===== src/rtl/sar_scan_ctrl.sv =====
// Multi-channel successive-approximation ADC scan controller: sequences the
// analog mux, sample/hold, trial DAC and comparator for each enabled channel.
module sar_scan_ctrl #(
    parameter  int WIDTH         = 8,
    parameter  int CHANNELS      = 4,
    parameter  int SAMPLE_CYCLES = 2,
    parameter  int SETTLE_CYCLES = 0,
    localparam int CW            = (CHANNELS > 1) ? $clog2(CHANNELS) : 1
) (
    input  logic                clk,
    input  logic                rst,
    input  logic                start,
    input  logic                stop,
    input  logic                continuous,
    input  logic [CHANNELS-1:0] chan_mask,
    input  logic                cmp_in,
    output logic                sample,
    output logic [CW-1:0]       chan_sel,
    output logic [WIDTH-1:0]    dac_code,
    output logic                busy,
    output logic [WIDTH-1:0]    result,
    output logic [CW-1:0]       result_chan,
    output logic                result_valid,
    output logic                scan_done
);

    localparam logic [1:0] S_IDLE    = 2'd0;
    localparam logic [1:0] S_SAMPLE  = 2'd1;
    localparam logic [1:0] S_CONVERT = 2'd2;
    localparam logic [1:0] S_DONE    = 2'd3;

    localparam int CNT_MAX = (SAMPLE_CYCLES > SETTLE_CYCLES + 1) ? SAMPLE_CYCLES : SETTLE_CYCLES + 1;
    localparam int CNTW    = $clog2(CNT_MAX + 1);
    localparam int BW      = $clog2(WIDTH);

    logic [1:0]          r_state;
    logic [CW-1:0]       r_chan;
    logic [CHANNELS-1:0] r_mask;
    logic                r_cont;
    logic                r_stop_pend;
    logic [CNTW-1:0]     r_cnt;
    logic [BW-1:0]       r_bit;
    logic [WIDTH-1:0]    r_code;
    logic [WIDTH-1:0]    r_result;
    logic [CW-1:0]       r_result_chan;

    logic [CW:0]         w_first;
    logic [CW:0]         w_next;
    logic [CW:0]         w_restart;
    logic                w_stop;

    // Returns {found, index} of the lowest set mask bit at or above 'from'.
    function automatic logic [CW:0] find_chan(input logic [CHANNELS-1:0] mask, input int from);
        logic [CW:0] r;
        r = '0;
        for (int i = CHANNELS - 1; i >= 0; i--) begin
            if (mask[i] && (i >= from)) r = {1'b1, CW'(i)};
        end
        return r;
    endfunction

    assign w_first   = find_chan(chan_mask, 0);
    assign w_next    = find_chan(r_mask, int'(r_chan) + 1);
    assign w_restart = find_chan(r_mask, 0);
    assign w_stop    = r_stop_pend | stop;

    always_ff @(posedge clk or posedge rst) begin
        if (rst) begin
            r_state       <= S_IDLE;
            r_chan        <= '0;
            r_mask        <= '0;
            r_cont        <= 1'b0;
            r_stop_pend   <= 1'b0;
            r_cnt         <= '0;
            r_bit         <= '0;
            r_code        <= '0;
            r_result      <= '0;
            r_result_chan <= '0;
        end else begin
            case (r_state)
                S_IDLE: begin
                    r_stop_pend <= 1'b0;
                    if (start && !stop && w_first[CW]) begin
                        r_state <= S_SAMPLE;
                        r_chan  <= w_first[CW-1:0];
                        r_mask  <= chan_mask;
                        r_cont  <= continuous;
                        r_cnt   <= '0;
                    end
                end
                S_SAMPLE: begin
                    if (stop) r_stop_pend <= 1'b1;
                    if (r_cnt == CNTW'(SAMPLE_CYCLES - 1)) begin
                        r_state <= S_CONVERT;
                        r_cnt   <= '0;
                        r_bit   <= BW'(WIDTH - 1);
                        r_code  <= '0;
                    end else begin
                        r_cnt <= r_cnt + 1'b1;
                    end
                end
                S_CONVERT: begin
                    if (stop) r_stop_pend <= 1'b1;
                    // Comparator is sampled on the edge that closes the trial.
                    if (r_cnt == CNTW'(SETTLE_CYCLES)) begin
                        r_cnt         <= '0;
                        r_code[r_bit] <= cmp_in;
                        if (r_bit == '0) begin
                            r_state       <= S_DONE;
                            r_result      <= {r_code[WIDTH-1:1], cmp_in};
                            r_result_chan <= r_chan;
                        end else begin
                            r_bit <= r_bit - 1'b1;
                        end
                    end else begin
                        r_cnt <= r_cnt + 1'b1;
                    end
                end
                default: begin
                    r_cnt <= '0;
                    if (w_stop) begin
                        r_state     <= S_IDLE;
                        r_stop_pend <= 1'b0;
                    end else if (w_next[CW]) begin
                        r_state <= S_SAMPLE;
                        r_chan  <= w_next[CW-1:0];
                    end else if (r_cont) begin
                        r_state <= S_SAMPLE;
                        r_chan  <= w_restart[CW-1:0];
                    end else begin
                        r_state <= S_IDLE;
                    end
                end
            endcase
        end
    end

    assign sample       = (r_state == S_SAMPLE);
    assign chan_sel     = r_chan;
    assign dac_code     = (r_state == S_CONVERT) ? (r_code | (WIDTH'(1) << r_bit)) : '0;
    assign busy         = (r_state != S_IDLE);
    assign result       = r_result;
    assign result_chan  = r_result_chan;
    assign result_valid = (r_state == S_DONE);
    assign scan_done    = (r_state == S_DONE) && !w_next[CW];

endmodule


===== config.mk =====
export PLATFORM = sky130hd
export DESIGN_NAME = sar_scan_ctrl
export DESIGN_NICKNAME = d
export VERILOG_FILES = /design/src/rtl/sar_scan_ctrl.sv
export SDC_FILE = /design/constraint.sdc
export NUM_CORES = 1
export LEC_CHECK = 0
export BUFFER_PORTS_ARGS = -buffer_cell sky130_fd_sc_hd__buf_2
export CORE_UTILIZATION = 50
export DETAILED_ROUTE_END_ITERATION = 10
export PLACE_DENSITY = 0.75
export SYNTH_ARGS = -nofsm -noshare
export SYNTH_HDL_FRONTEND = slang
export SYNTH_SLANG_ARGS = --single-unit
export TNS_END_PERCENT = 50

===== constraint.sdc =====
create_clock -name clk -period 2 [get_ports clk]
set_input_delay 0.4 -clock clk [delete_from_list [all_inputs] [get_ports clk]]
set_output_delay 0.4 -clock clk [all_outputs]
set_load 0.005 [all_outputs]

==> summary.txt <==
run status: finished clean
first-pass GRT wire length: 6830 um
RePlAce Congestion: 0.850
Reg2Reg Launch Point: r_state[0]
most frequent cells after synthesis: dfrtp_1, inv_1, a21oi_1, nand2_1, o21ai_0
total congestion overflow: 0
Longest Clk Path Bufs: 2
worst-margin pin slew: 0.582 ns
Cell variety after synth: 41
HP Class: input pin to async pin
count leader, synth: dfrtp_1
starting density of the core: 52.8%
slowest cell on the critical path: dfrtp_1
die width: 64.4 um
I/O Buffers: 33
cells along the critical path: inv_2, buf_4, ha_2, nor2b_1, o21a_1, buf_2
leakage power: 1.09 nW
WL final: 3850 um
Crit Path Class: flip-flop to primary output
routed length per instance: 13.4 um
RSZ-0062 raised after global routing: false
CTS Buf Count: 5
synth warn: 0
Clock Sinks: 33
fin crit share: 94.6%
Top FF cell, synth: dfrtp_1
hold buffers post-CTS: 0
fmax: 528 MHz
Setup crit start kind: flip-flop
Reg clk slew, reported paths: 0.07 ns
Post-DP HPWL: 2770 um
crit path max fanout: 6
Final Cell Area: 0.00229 mm2
CTS tree: done
vias in the first global route: 1549
post-synth top area cell: dfrtp_1
synth-to-layout area growth: 17.5%
post-route antenna net violation count: 0
drt drc: 0
# setup viols final: 0
Syn Area/Cell: 9.84 um2
crit path setup slack, layout: 0.108 ns
slowest stage delay, CP: 0.39 ns
Mapped Cells: 198
All-Layer GR Usage: 21.4%
crit path launch: r_bit[0]
critical path arrival: 1.49 ns
CTS root buf: clkbuf_8
MaxCap Viol Count: 0
Yosys top cell area share: 42.4%
CORE AREA: 0.00369 mm2
row cnt: 22
number of synthesized flops with an enable pin: 0
DR vias/cell: 5.49
Worst Clk Skew: 0.00385 ns
Worst-Skew Late Latency: 0.28 ns
Cell Pwr Density: 1460 mW/mm2
ant diodes: 0
Syn Nets: 221
die area: 0.00415 mm2
post-synthesis async set-or-reset flop share: 100%
Pre-antenna DRT Iters: 4
CTS H-tree depth: 2
Synth Cell Area: 0.00195 mm2
antenna violations before repair: 0
Seq cells post-synth: 33
Post-DP Area: 0.00219 mm2
Final Slew Violations: 0
total vias in the final route: 1576
layout cell share with drive strength beyond 1: 30.1%
WP buf/inv: 3
VDD IR max: 0.867 mV
Die Height: 64.4 um
CP Data Required Time: 1.60 ns
Place WS: 0.228 ns
Fin. Hold Viols: 0
CP top delay family: flip-flops
largest net degree at the start of global routing: 34
Total Nets Final: 261
Slew HR: 61.2%
num ports: 34
Hold WS: 0.195 ns
CP Capture Type: primary output
sequential fraction of the synthesis area: 42.4%
setup total negative slack: 0 ns
Synth area leaders: dfrtp_1, ha_1, mux2_2
Tmin final: 1.89 ns
number of DRC markers in iteration 0: 104
Filler cells: 314
==> stage by stage <==
| step | util, % | std cells | total power, mW |
|---|---|---|---|
| finish | 62.1 | 287 | 3.34 |
| detailed placement | 59.4 | 278 | 2.84 |
| global route | 62.1 | 287 | 3.65 |
| CTS | 61.6 | 286 | 3.34 |
| global placement | 59.4 | 278 | 2.81 |
| floorplan | - | 198 | 2.35 |
==> area by class of cell <==
class                      count  area, um2  area share [%]
sequential                    33        826            36.1
multi-input combinational    139       1020            44.4
clock inverter                 2       10.0           0.437
clock buffer                   6       72.6            3.17
timing repair buffer          43        244            10.7
inverter                      16       60.1            2.62
tap                           48       60.1            2.62
==> state kept, by name (all words and copies together) (netlist names) <==
register and flops:
r_stop_pend 1, r_cnt 2, result 8, chan_sel 2, r_state 2, r_bit 3
r_mask 4, r_cont 1, r_code 8, result_chan 2
==> power breakdown <==
| group | switching (mW) | internal, mW |
|---|---|---|
| sequential | 0.237 | 0.912 |
| clock | 0.246 | 0.241 |
| combinational | 0.894 | 0.811 |
| total | 1.38 | 1.96 |
==> placed cells by master (no fill, tap or decap), drive strengths merged, types with 4 or more instances in the layout <==
master	instances
nor2b	10
mux2	14
o21ai	19
ha	13
inv	16
a21oi	16
nor2	5
o22ai	4
clkbuf	6
o31ai	5
buf	43
dfrtp	33
nand3	8
o21a	8
nand2	14
nand2b	4
==> per-layer routing <==
layer  share of wire, %  GRT usage, %  wire (um)
met1                 46          26.9       1770
met2                 47          34.9       1820
met3                5.1          5.81        195
met4                1.6          8.33         63
met5                  0             0          0
==> timing repair <==
item,in CTS,in global routing
setup buffers,0,1
setup endpoints to repair,0,4
gates resized for setup,0,5
==> worst reg2reg max path, delay by kind of cell (launching register included) <==
kind	cells	cell delay (ns)
buf+inv	2	0.31
flops	1	0.39
compound gates	3	0.56
fa+ha+maj	1	0.23
simple gates	1	0.23
==> kinds of logic after synthesis <==
| family | synth area share (%) |
|---|---|
| AO/OA/AOI/OAI | 21.1 |
| AND/OR/NAND/NOR | 13.2 |
| buffers and inverters | 5.65 |
| adder cells (fa/ha/maj) | 8.35 |
| multiplexers | 9.31 |
| flip-flops | 42.4 |
==> worst paths after layout <==
kind | cells past startpoint | endpoint | slack, ns
max | 6 | dac_code[2] | 0.11
min | 3 | result[5] | 0.20
max reg2reg | 7 | r_code[3] | 0.20
min reg2reg | 2 | result_chan[0] | 0.48
max in group asynchronous | 3 | r_cnt[0] | 1.51
min in group clk | 2 | r_cont | 0.35
No activity file was read; power rests on OpenSTA's default activity.
